[src/rtl/data_bus_if_pkg.sv]
// data_bus_if_pkg: constants and types shared by the MEM-stage data bus bridge.
//   state_t               - bridge FSM states (2-bit encoding)
//   REG_W                 - data/address register width
//   STALL_MEM_BIT_DEFAULT - MEM-stage index in the {wb,mem,ex,id,if,pc} stall vector
//   ZERO_WORD             - all-zero data word
//   CHIP_ENABLE/WRITE_ENABLE - active levels of the MEM request strobes
package data_bus_if_pkg;

  typedef enum logic [1:0] {
    IDLE         = 2'b00,
    BUSY         = 2'b01,
    WAIT_RELEASE = 2'b10
  } state_t;

  localparam int REG_W                 = 32;
  localparam int STALL_MEM_BIT_DEFAULT = 4;

  localparam logic [REG_W-1:0] ZERO_WORD    = '0;
  localparam logic             CHIP_ENABLE  = 1'b1;
  localparam logic             WRITE_ENABLE = 1'b1;

endpackage

[src/rtl/data_bus_if_timeout_cnt.sv]
// bus_timeout_cnt: counts BUSY cycles without acknowledge and flags expiry.
//   clk, rst - clock, synchronous active-high reset
//   clear    - force the count back to zero (used whenever no transaction is open)
//   enable   - count this cycle (transaction outstanding)
//   expire   - count has reached TIMEOUT_CYCLES-1 while enabled
// The count saturates at TIMEOUT_CYCLES-1, so it can never wrap past the limit.
module bus_timeout_cnt #(
  parameter int TIMEOUT_CYCLES = 255,
  parameter int CNT_W          = 8
) (
  input  logic clk,
  input  logic rst,
  input  logic clear,
  input  logic enable,
  output logic expire
);

  localparam logic [CNT_W-1:0] LAST = CNT_W'(TIMEOUT_CYCLES - 1);

  logic [CNT_W-1:0] count;

  assign expire = enable && (count == LAST);

  // NOTE: sequential state uses non-blocking assignments so every register
  // samples the pre-edge value of its neighbours, independent of block order.
  always_ff @(posedge clk) begin
    if (rst) begin
      count <= '0;
    end else if (clear) begin
      count <= '0;
    end else if (enable && !expire) begin
      count <= count + CNT_W'(1);
    end
  end

endmodule

[src/rtl/data_bus_if.sv]
// data_bus_if: bridges the MEM stage's single-cycle data-memory request onto a
// multi-cycle ack-handshake bus, stalling the pipeline while the access is open.
//   clk, rst               - clock, synchronous active-high reset
//   cpu_ce_i/we_i/sel_i    - MEM request valid, write flag, byte lanes
//   cpu_addr_i/data_i      - MEM byte address and lane-replicated write data
//   cpu_data_o             - read data back to MEM (held while MEM is stalled)
//   stallreq_o             - stall request to the pipeline controller
//   stall_i, flush_i       - controller stall vector and pipeline flush
//   err_o                  - one-cycle pulse when a transaction times out
//   bus_cyc/stb/we/sel/addr/data_o - registered bus request
//   bus_data_i, bus_ack_i  - bus read data and acknowledge
module data_bus_if
  import data_bus_if_pkg::*;
#(
  parameter int TIMEOUT_CYCLES = 255,
  parameter int CNT_W          = 8,
  parameter int STALL_MEM_BIT  = STALL_MEM_BIT_DEFAULT
) (
  input  logic        clk,
  input  logic        rst,
  input  logic        cpu_ce_i,
  input  logic        cpu_we_i,
  input  logic [3:0]  cpu_sel_i,
  input  logic [31:0] cpu_addr_i,
  input  logic [31:0] cpu_data_i,
  output logic [31:0] cpu_data_o,
  output logic        stallreq_o,
  input  logic [5:0]  stall_i,
  input  logic        flush_i,
  output logic        err_o,
  output logic        bus_cyc_o,
  output logic        bus_stb_o,
  output logic        bus_we_o,
  output logic [3:0]  bus_sel_o,
  output logic [31:0] bus_addr_o,
  output logic [31:0] bus_data_o,
  input  logic [31:0] bus_data_i,
  input  logic        bus_ack_i
);

  state_t           state;
  logic [REG_W-1:0] rd_buf;
  logic             expire;
  logic             busy;
  logic             request;
  logic             mem_stalled;
  logic             unused_stall;

  assign busy        = (state == BUSY);
  assign request     = (cpu_ce_i == CHIP_ENABLE) && !flush_i;
  assign mem_stalled = stall_i[STALL_MEM_BIT];
  // The other stall bits belong to other stages; only MEM matters here.
  assign unused_stall = ^stall_i;

  // Counter runs only while a transaction is open and restarts from zero for
  // every new one because it is held clear in all other states.
  bus_timeout_cnt #(
    .TIMEOUT_CYCLES (TIMEOUT_CYCLES),
    .CNT_W          (CNT_W)
  ) u_timeout (
    .clk    (clk),
    .rst    (rst),
    .clear  (!busy),
    .enable (busy),
    .expire (expire)
  );

  // Stall and read data are combinational so MEM is stalled in the very cycle
  // it raises the request, and released in the very cycle the bus answers.
  always_comb begin
    // NOTE: every output gets a default first; without it a missed branch
    // would infer a latch.
    stallreq_o = 1'b0;
    cpu_data_o = ZERO_WORD;
    if (!rst) begin
      unique case (state)
        IDLE: stallreq_o = request;
        BUSY: begin
          // Flush outranks ack and timeout: the access is abandoned silently.
          if (!flush_i) begin
            if (bus_ack_i) begin
              if (bus_we_o != WRITE_ENABLE) cpu_data_o = bus_data_i;
            end else begin
              stallreq_o = !expire;
            end
          end
        end
        WAIT_RELEASE: cpu_data_o = rd_buf;
        default: ;
      endcase
    end
  end

  always_ff @(posedge clk) begin
    if (rst) begin
      state      <= IDLE;
      rd_buf     <= ZERO_WORD;
      err_o      <= 1'b0;
      bus_cyc_o  <= 1'b0;
      bus_stb_o  <= 1'b0;
      bus_we_o   <= 1'b0;
      bus_sel_o  <= 4'b0000;
      bus_addr_o <= ZERO_WORD;
      bus_data_o <= ZERO_WORD;
    end else begin
      err_o <= 1'b0;
      unique case (state)
        IDLE: begin
          if (request) begin
            bus_cyc_o  <= 1'b1;
            bus_stb_o  <= 1'b1;
            bus_we_o   <= cpu_we_i;
            bus_sel_o  <= cpu_sel_i;
            bus_addr_o <= cpu_addr_i;
            bus_data_o <= cpu_data_i;
            state      <= BUSY;
          end
        end
        BUSY: begin
          if (flush_i) begin
            bus_cyc_o <= 1'b0;
            bus_stb_o <= 1'b0;
            bus_we_o  <= 1'b0;
            bus_sel_o <= 4'b0000;
            rd_buf    <= ZERO_WORD;
            state     <= IDLE;
          end else if (bus_ack_i || expire) begin
            bus_cyc_o <= 1'b0;
            bus_stb_o <= 1'b0;
            bus_we_o  <= 1'b0;
            bus_sel_o <= 4'b0000;
            // Ack wins over a timeout landing in the same cycle.
            rd_buf    <= (bus_ack_i && (bus_we_o != WRITE_ENABLE)) ? bus_data_i : ZERO_WORD;
            err_o     <= !bus_ack_i;
            // If MEM is still frozen, park the read data until it is released.
            state     <= mem_stalled ? WAIT_RELEASE : IDLE;
          end
        end
        WAIT_RELEASE: begin
          if (!mem_stalled || flush_i) state <= IDLE;
        end
        default: state <= IDLE;
      endcase
    end
  end

endmodule

[config.mk]
export PLATFORM = sky130hd
export DESIGN_NAME = data_bus_if
export DESIGN_NICKNAME = d
export VERILOG_FILES = /design/src/rtl/data_bus_if_pkg.sv /design/src/rtl/data_bus_if_timeout_cnt.sv /design/src/rtl/data_bus_if.sv
export SDC_FILE = /design/constraint.sdc
export NUM_CORES = 1
export LEC_CHECK = 0
export ABC_AREA = 1
export ABC_CLOCK_PERIOD_IN_PS = 5400
export CAP_MARGIN = 25
export CORE_ASPECT_RATIO = 0.8
export CORE_MARGIN = 2
export CORE_UTILIZATION = 44
export CTS_CLUSTER_SIZE = 8
export DETAILED_ROUTE_END_ITERATION = 8
export GPL_ROUTABILITY_DRIVEN = 0
export HOLD_SLACK_MARGIN = 0.02
export PLACE_DENSITY = 0.92
export RECOVER_POWER = 100
export SLEW_MARGIN = 15
export SYNTH_ARGS = -nofsm -noshare
export SYNTH_HDL_FRONTEND = slang
export SYNTH_HIERARCHICAL = 1
export SYNTH_SLANG_ARGS = --single-unit
[constraint.sdc]
create_clock -name clk -period 5.4 [get_ports clk]
set_clock_uncertainty 0.15 [all_clocks]
set_input_delay 0.81 -clock clk [delete_from_list [all_inputs] [get_ports clk]]
set_output_delay 0.81 -clock clk [all_outputs]
set_load 0.02 [all_outputs]
# Word level (Yosys, flattened, before mapping)
# Index checks and enable logic that the tools add are counted.
[totals] ff_bits=113 inputBits=112 output_inout_bits=105 word_cells=66
[op_classes] add_sub_neg=1 n_eq_ne=6 n_mux=28 bitwise_logic=3 reduce_logical=19
[ops] operator="$mux 32" n=7
[ops] operator="$pmux 32 s2" n=1
[ops] operator="$mux 4" n=3
[ops] operator="$mux 2" n=5
[ops] operator="$add 8x1->8 const B" n=1
[ops] operator="$eq 8x8->1 const B" n=1
[ops] operator="$pmux 4 s2" n=1
[ops] operator="$mux 1" n=7
[ops] operator="$pmux 1 s2" n=3
[ops] operator="$pmux 2 s3" n=1
[ops] operator="$reduce_and 3->1" n=2
[ops] operator="$logic_and 1x1->1" n=4
[ops] operator="$logic_not 1->1" n=4
[ops] operator="$ne 2x2->1 const B" n=2
[ops] operator="$reduce_and 2->1" n=2
[ops] operator="$reduce_bool 2->1" n=2
[ops] operator="$reduce_or 4->1" n=1
[ops] operator="$ne 3x3->1 const B" n=1
[ops] operator="$not 1->1" n=3
[ops] operator="$eq 2x1->1 const B" n=1
[ops] operator="$eq 2x2->1 const B" n=1
[ops] operator="$logic_not 2->1" n=1
[ops] operator="$logic_or 1x1->1" n=2
[ops] operator="$reduce_or 2->1" n=1

# Longest topological paths before layout
# Gate-level depths: netlist (run 1).
[logic_depth] word_depth=7 mapped_depth=12 ltp_nobuf=12

# Cells and area by module
# Netlist (run 1), hierarchy kept.
[modules_own_cells] mod="data_bus_if" instances=1 cells_each=567 area_each_um2=4174.0 seq_area_each_um2=2102.0
[modules_own_cells] mod="bus_timeout_cnt" instances=1 cells_each=70 area_each_um2=481.7 seq_area_each_um2=160.2

# Worst setup path after synthesis (run 1)
# OpenSTA, ideal clock, no wires.
[synth_path] kind="in2out" start="input port flush_i" end="output port stallreq_o" arrival_time_ns=1.727 required_time_ns=4.440 slack_ns=2.713 cell_stages=7 n_path_buf=2 cell_sequence="inv_2 nand2_2 nor2_4 inv_2 buf_4 buf_2 a21oi_1"
[synth_via] elab_chain_len=4 word_cells_on_any_way=5 cone_classes="mux (3); reduce/logical (2)"
[synth_lines] element="from (decl)" line_no="data_bus_if.sv:29" source="input logic flush_i,"
[synth_lines] element="$logic_not 1->1"
[synth_lines] element="$logic_and 1x1->1" line_no="data_bus_if.sv:50" source="assign request = (cpu_ce_i == CHIP_ENABLE) && !flush_i;"
[synth_lines] element="$pmux 1 s2 (*)" line_no="data_bus_if.sv:76" source="unique case (state)"
[synth_lines] element="$mux 1 (*)" line_no="data_bus_if.sv:75" source="if (!rst) begin"
[synth_lines] element="to (decl)" line_no="data_bus_if.sv:27" source="output logic stallreq_o,"
# Mark *: on every way between the ends. The rest lies on a longest branch, timed or not.

# Worst setup path in the final report (run 1)
[layout_path] start="input port bus_ack_i" end="output port cpu_data_o[16]"
[layout_via] elab_chain_len=4
[layout_lines] element="from (decl)" line_no="data_bus_if.sv:38" source="input logic bus_ack_i"
[layout_lines] element="$mux 32" line_no="data_bus_if.sv:81" source="if (bus_ack_i) begin"
[layout_lines] element="$mux 32" line_no="data_bus_if.sv:80" source="if (!flush_i) begin"
[layout_lines] element="$pmux 32 s2" line_no="data_bus_if.sv:76"
[layout_lines] element="$mux 32" line_no="data_bus_if.sv:75"
[layout_lines] element="to (decl)" line_no="data_bus_if.sv:26" source="output logic [31:0] cpu_data_o,"
# No other way between the ends.

==> summary.md, run 1 <==
| Metric | Value |
|---|---|
| Synth Cell Area | about 4700 µm² |
| Largest net degree at the start of global routing | 73 |
| Port Buffers | approximately 210 |
| RSZ-0062 raised after global routing | false |
| Routed len/inst | 14.5 µm |
| Row count | 33 |
| Routed WL | ~14 mm |
| Synth Warn # | 6 |
| Synth cell types | 26 |
| Tot GR Track Use | 0.250 |
| Final setup fails | 0 |
| Routed length on met2 | between 6 and 7 mm |
| Rel. slew slack | -0.730 |
| Hold Fails Final Rpt | 0 |
| Clock-pin slew on the worst setup and hold paths | roughly 0.05 ns |
| Lkg Pwr | 3.12 nW |
| Max Cap Viol | 2 |
| CTS tree | built |
| Syn_nets | ~750 |
| CTS Buf Count | 17 |
| Worst setup SP type | input pin |
| Synthesis-to-layout area growth | 59.8% |
| Worst min-delay path category | register to register |
| Worst-path maximum fanout | 19 |
| Synth top cells by count | nor2_1, dfxtp_1, nand2_1, a21oi_1, o21ai_0 |
| Synth area leader | dfxtp_1 |
| Total Die Area | about 11000 µm² |
| Via count | slightly below 5k |
| Post-route worst setup slack | approximately 1.1 ns |
| DRC viols | 0 |
| Cell count of the worst hold path | 2 |
| Worst Hold Path EP | rd_buf[19] |
| I/O pin count | around 220 |
| Top-count cell post-synth | nor2_1 |
| Initial Utilization | 0.453 |
| Hold-fix buffers at CTS | 0 |
| Later-pin clock latency in the skew report | roughly 0.40 ns |
| Clock sinks | approximately 110 |
| Post-Place Setup Slack | about 1.5 ns |
| Setup TNS | 0 ns |
| Synth top area share | 0.486 |
| Sequential element share of the synthesized area | 0.486 |
| Layout cell share with drive strength beyond 1 | 0.0626 |
| RR Startpoint | state[1] |
| Routed Antenna Nets | 0 |
| Layout Nets | ~950 |
| Post-CTS Resized | 0 |
| Required time of the critical path | 4.44 ns |
| CP Data Arrival Time | approximately 3.4 ns |
| Drt pass-1 iters | 5 |
| Ranking of synthesized cells by area | dfxtp_1, nor2_1, nand2_1 |
| Initial antenna violation count | 0 |
| Post-synth ARST share | 0 |
| EDFF count, synth | 0 |
| Antenna cell count | 0 |
| Average size of a mapped cell | between 7 and 8 µm² |
| Placed cell count | about 950 |
| Post-Syn Instances | approximately 640 |
| Htree depth | 4 |
| Post-CTS setup buffer count | 0 |
| Worst IR Drop VDD | ~0.00034 V |
| Die height | a little under 100 µm |
| Max Clk Rate | ~230 MHz |
| Final Power | between 2 and 3 mW |
| Chip Width | roughly 120 µm |
| Worst hold path startpoint | rd_buf[19] |
| Commonest register cell after synthesis | dfxtp_1 |
| Max-slew violations | 73 |
| Clock tree buffer depth | 2 |
| Max Used Layer | met4 |
| R2R Path End | bus_stb_o |
| DR vias/cell | 5.02 |
| Reg2reg path depth | 11 |
| Post-layout min period | 4.33 ns |
| Finished Layout Cells | 987 |
| Pwr dens | approximately 350 nW/µm² |
| Worst-margin pin slew | ~2.6 ns |
| Status | finished with violations |
| First-pass GRT wire length | approximately 23 mm |
| Vias in the first global route | about 4.7k |
| Root Buffer Master | clkbuf_16 |
| Failing checks | capacitance limit, slew limit |
| Met3 routed WL | 1.29 mm |
| Flops & latches, synth | approximately 110 |
| DPL Wire Length | 9.47 mm |
| Metal-1 WL | slightly below 6 mm |
| R2R Setup Slk | about 2.3 ns |
| Core region area | 10300 µm² |
| CP Capture Type | output pin |
| Final period utilization | 0.802 |
| Gr ovfl total | 0 |
| DR iter-0 viols | 271 |
| Setup Crit Path Kind | input pin to output pin |
power by group:
| part | internal [mW] | switching, mW | total, mW | leakage (nW) |
|---|---|---|---|---|
| clock network | 0.795 | 0.397 | 1.19 | 0.297 |
| logic | 0.196 | 0.259 | 0.455 | 1.90 |
| registers | 0.894 | 0.0287 | 0.923 | 0.923 |
cell type report:
cell class	instances	area, µm²
Tap cell	140	175
Fill cell	729	2840
Sequential cell	113	2260
Multi-Input combinational cell	460	2080
Clock inverter	13	185
Timing Repair Buffer	221	2200
Clock buffer	19	453
Inverter	21	80.1
per-layer routing:
metal,global-route usage,vias up
li1,-,2468
met1,0.294,2251
met2,0.420,210
met3,0.101,23
met4,0.0843,0
met5,0,-
worst max-delay path, stage by stage:
cell,delay (ns)
clkdlybuf4s50_1,0.52
nor3b_2,0.23
clkbuf_1,0.66
nand3_1,0.25
a21oi_1,0.19
dlygate4sd3_1,0.70
registers in the layout, indices dropped and copies added, names as in the netlist:
| name | flops |
|---|---|
| bus_stb_o | 1 |
| u_timeout/count | 8 |
| bus_sel_o | 4 |
| bus_data_o | 32 |
| bus_we_o | 1 |
| err_o | 1 |
| rd_buf | 32 |
| state | 2 |
| bus_addr_o | 32 |
kinds of logic (layout without fill, tap and decap cells):
logic type,Yosys count,count (layout),share of synthesized area
compound gates,136,136,0.146
flops,113,113,0.486
xor+xnor,3,3,0.00564
fa+ha+maj,5,5,0.0134
simple gates,316,316,0.284
buf+inv,64,274,0.0648
metrics by stage:
step / hold slack (ns) / area [µm²] / utilization
global route: 0.331 / 7440 / 0.724
global placement: 0.302 / 6780 / 0.659
CTS: 0.316 / 7430 / 0.723
finish: 0.315 / 7440 / 0.724
floorplan: 0.294 / 4660 / -
detailed placement: 0.307 / 6790 / 0.660
cells in the final DEF, fill, tap and decap left out, drive strengths merged:
master         synthesis  final
dfxtp                113    113
xnor2                  2      2
nand3                 41     41
xor2                   1      1
clkinvlp               0      6
nand2                104    104
nand4                  8      8
nor2                 160    160
nor3                   1      1
nor3b                  1      1
bufinv                 0      4
ha                     5      5
a21oi                 69     69
clkbuf                19     23
clkdlybuf4s50          0    106
inv                   20     19
dlygate4sd3            0    105
and2                   1      1
clkinv                 1      5
o21ai                 67     67
buf                   24      6
how the worst max path moves through the flow:
stage | start | depth (start not counted) | endpoint | slack, ns
6_report | bus_ack_i | 6 | cpu_data_o[16] | 1.07
4_1_cts | rst | 5 | cpu_data_o[22] | 1.45
3_3_place_gp | rst | 5 | cpu_data_o[4] | 1.48
3_5_place_dp | rst | 5 | cpu_data_o[2] | 1.47
2_1_floorplan | flush_i | 7 | stallreq_o | 2.71
5_1_grt | bus_ack_i | 6 | cpu_data_o[16] | 0.90
No activity file was read; power rests on OpenSTA's default activity.
==> inputs of run 2 (changes only) <==
--- a/config.mk
+++ b/config.mk
@@ -6,16 +6,16 @@
 export NUM_CORES = 1
 export LEC_CHECK = 0
 export ABC_AREA = 1
-export ABC_CLOCK_PERIOD_IN_PS = 5400
+export ABC_CLOCK_PERIOD_IN_PS = 3700
 export CAP_MARGIN = 25
 export CORE_ASPECT_RATIO = 0.8
 export CORE_MARGIN = 2
-export CORE_UTILIZATION = 44
+export CORE_UTILIZATION = 37
 export CTS_CLUSTER_SIZE = 8
 export DETAILED_ROUTE_END_ITERATION = 8
 export GPL_ROUTABILITY_DRIVEN = 0
 export HOLD_SLACK_MARGIN = 0.02
-export PLACE_DENSITY = 0.92
+export PLACE_DENSITY = 0.83
 export RECOVER_POWER = 100
 export SLEW_MARGIN = 15
 export SYNTH_ARGS = -nofsm -noshare
==> constraint.sdc (replaced) <==
create_clock -name clk -period 3.7 [get_ports clk]
set_clock_uncertainty 0.15 [all_clocks]
set_input_delay 0.555 -clock clk [delete_from_list [all_inputs] [get_ports clk]]
set_output_delay 0.555 -clock clk [all_outputs]
set_load 0.02 [all_outputs]
==> run 2 against run 1 <==
  * The flow still finishes with violations (capacitance limit, slew limit)
  * Critical path type unchanged
  * Setup slack worse by 0.84 ns
  * Critical path depth stayed put
  * Non-clock buffer count is 1 lower
  * Critical endpoint is now cpu_data_o[3]
==> summary.md, run 2 (synthesis results as in run 1) <==
| Metric | Value |
|---|---|
| Post-place instance area | slightly below 7000 µm² |
| Chip Width | between 100 and 150 µm |
| CTS tree | built |
| Hold Fails Final Rpt | 0 |
| Root Buffer Master | clkbuf_16 |
| Rel. slew slack | -0.00461 |
| CP Data Arrival Time | about 2.8 ns |
| Post-layout min period | ~3.5 ns |
| Htree depth | 4 |
| Post-CTS Resized | 0 |
| CTS Buf Count | 17 |
| Worst-margin pin slew | roughly 1.5 ns |
| Drt pass-1 iters | 4 |
| Required time of the critical path | roughly 3 ns |
| Routed WL | approximately 14 mm |
| Routed len/inst | around 14 µm |
| DR vias/cell | around 4.8 |
| Hold slack | approximately 0.31 ns |
| Critical path origin | flush_i |
| Vias in the first global route | roughly 4.6k |
| Largest registers | bus_addr_o: 32 flops, bus_data_o: 32 flops, rd_buf: 32 flops |
| Comb power frac | 0.187 |
| DRC viols | 0 |
| Routed Antenna Nets | 0 |
| Setup Crit Path Kind | input pin to output pin |
| CP Capture Type | output pin |
| DR iter-0 viols | 220 |
| Row count | 36 |
| P_sw | ~0.97 mW |
| Via count | between 4k and 5k |
| Placed cell count | roughly 990 |
| Max Cap Viol | 1 |
| Gr ovfl total | 0 |
| Switch share | 0.279 |
| Core region area | roughly 12000 µm² |
| Commonest non-fill, non-tap cell in the layout | nor2_1 |
| Clock-pin slew on the worst setup and hold paths | approximately 0.05 ns |
| Clock power share | 0.425 |
| Finished Layout Cells | between 1k and 1.5k |
| Post-CTS setup buffer count | 0 |
| Layout Nets | 950 |
| Initial antenna violation count | 1 |
| Final core utilization | 0.603 |
| RSZ-0062 raised after global routing | false |
| Worst min-delay path category | register to register |
| Finished Cell Area | about 7400 µm² |
| First-pass GRT wire length | roughly 23 mm |
| Max Clk Rate | 289 MHz |
| I/O pin count | around 220 |
| Final setup fails | 0 |
| Layout cell share with drive strength beyond 1 | 0.0569 |
| Final period utilization | 0.937 |
| Worst setup SP type | input pin |
| Synthesis-to-layout area growth | 58.2% |
| Status | finished with violations |
| Pint | roughly 2.5 mW |
| Initial Utilization | 0.381 |
| Worst hold path startpoint | rd_buf[15] |
| Clock tree buffer depth | 2 |
| Failing checks | capacitance limit, slew limit |
| Die height | 104 µm |
| DPL Wire Length | roughly 9.4 mm |
| Later-pin clock latency in the skew report | between 0.4 and 0.5 ns |
| Pwr dens | roughly 470 nW/µm² |
| Hold-fix buffers at CTS | 0 |
| Worst-path maximum fanout | 32 |
| RR Startpoint | u_timeout/count[0] |
| Worst IR Drop VDD | 0.000440 V |
| Largest net degree at the start of global routing | 73 |
| Sequential power share | 0.388 |
| Clock sinks | 113 |
| Commonest non-fill, non-tap cells in the layout | nor2_1, dfxtp_1, clkdlybuf4s50_1 |
| Total Die Area | about 14000 µm² |
| Tot GR Track Use | 0.212 |
| Port Buffers | around 210 |
| Max-slew violations | 34 |
| Lkg Pwr | roughly 3 nW |
| Setup TNS | 0 ns |
==> run 2: changes by cell type in the layout (fill, tap and decap cells not counted), sizes merged <==
cell      before  now
bufinv         4    1
buf            6    7
diode          0    1
clkinv         5    6
clkinvlp       6    5
inv           19   20
clkbuf        23   21
==> run 2: path summary, 6_finish.rpt <==
kind / endpoint / slack, ns / depth (start not counted)
min: rd_buf[15] / 0.31 / 2
min reg2reg: rd_buf[15] / 0.31 / 2
max reg2reg: rd_buf[27] / 0.78 / 12
max: cpu_data_o[3] / 0.23 / 6
==> run 2: power groups by stage <==
stage | clock network (mW) | logic, mW | registers (mW)
floorplan | 0 | 0.252 | 1.47
global route | 1.56 | 0.711 | 1.36
CTS | 1.51 | 0.693 | 1.35
global placement | 0 | 0.681 | 1.37
detailed placement | 0 | 0.685 | 1.38
finish | 1.48 | 0.652 | 1.35
==> run 2: layout make-up <==
class,count,area (µm²)
fill,1056,4840
sequential,113,2260
timing repair buffer,220,2190
multi-input combinational,460,2080
clock buffer,19,443
tap,171,214
clock inverter,11,92.6
inverter,21,81.3
antenna,1,2.50
==> run 2: per-stage QoR <==
stage               setup WS, ns  power, mW
finish                     0.234       3.48
global route               0.120       3.63
CTS                        0.379       3.55
detailed placement         0.423       2.06
global placement           0.463       2.05
floorplan                   1.40       1.72
==> run 2: worst max-delay path, cell delays in order <==
cell and delay, ns:
dlygate4sd3_1 0.63, nor3b_4 0.19, buf_4 0.34, nand3_1 0.17
a21oi_1 0.17, dlygate4sd3_1 0.69
==> run 2: layer usage <==
layer,share of wire,track usage,wire (µm),vias up
met4,0.026,0.101,363,0
met2,0.45,0.324,6380,198
met5,0,0,0,-
li1,-,-,-,2463
met3,0.11,0.0890,1620,33
met1,0.41,0.256,5790,2172
==> inputs of run 3 (changes only) <==
--- a/config.mk
+++ b/config.mk
@@ -7,7 +7,7 @@
 export LEC_CHECK = 0
 export ABC_AREA = 1
 export ABC_CLOCK_PERIOD_IN_PS = 3700
-export CAP_MARGIN = 25
+export CAP_MARGIN = 20
 export CORE_ASPECT_RATIO = 0.8
 export CORE_MARGIN = 2
 export CORE_UTILIZATION = 37
==> results of run 3 <==
Final layout, timing and power as in run 2 (identical DEF).
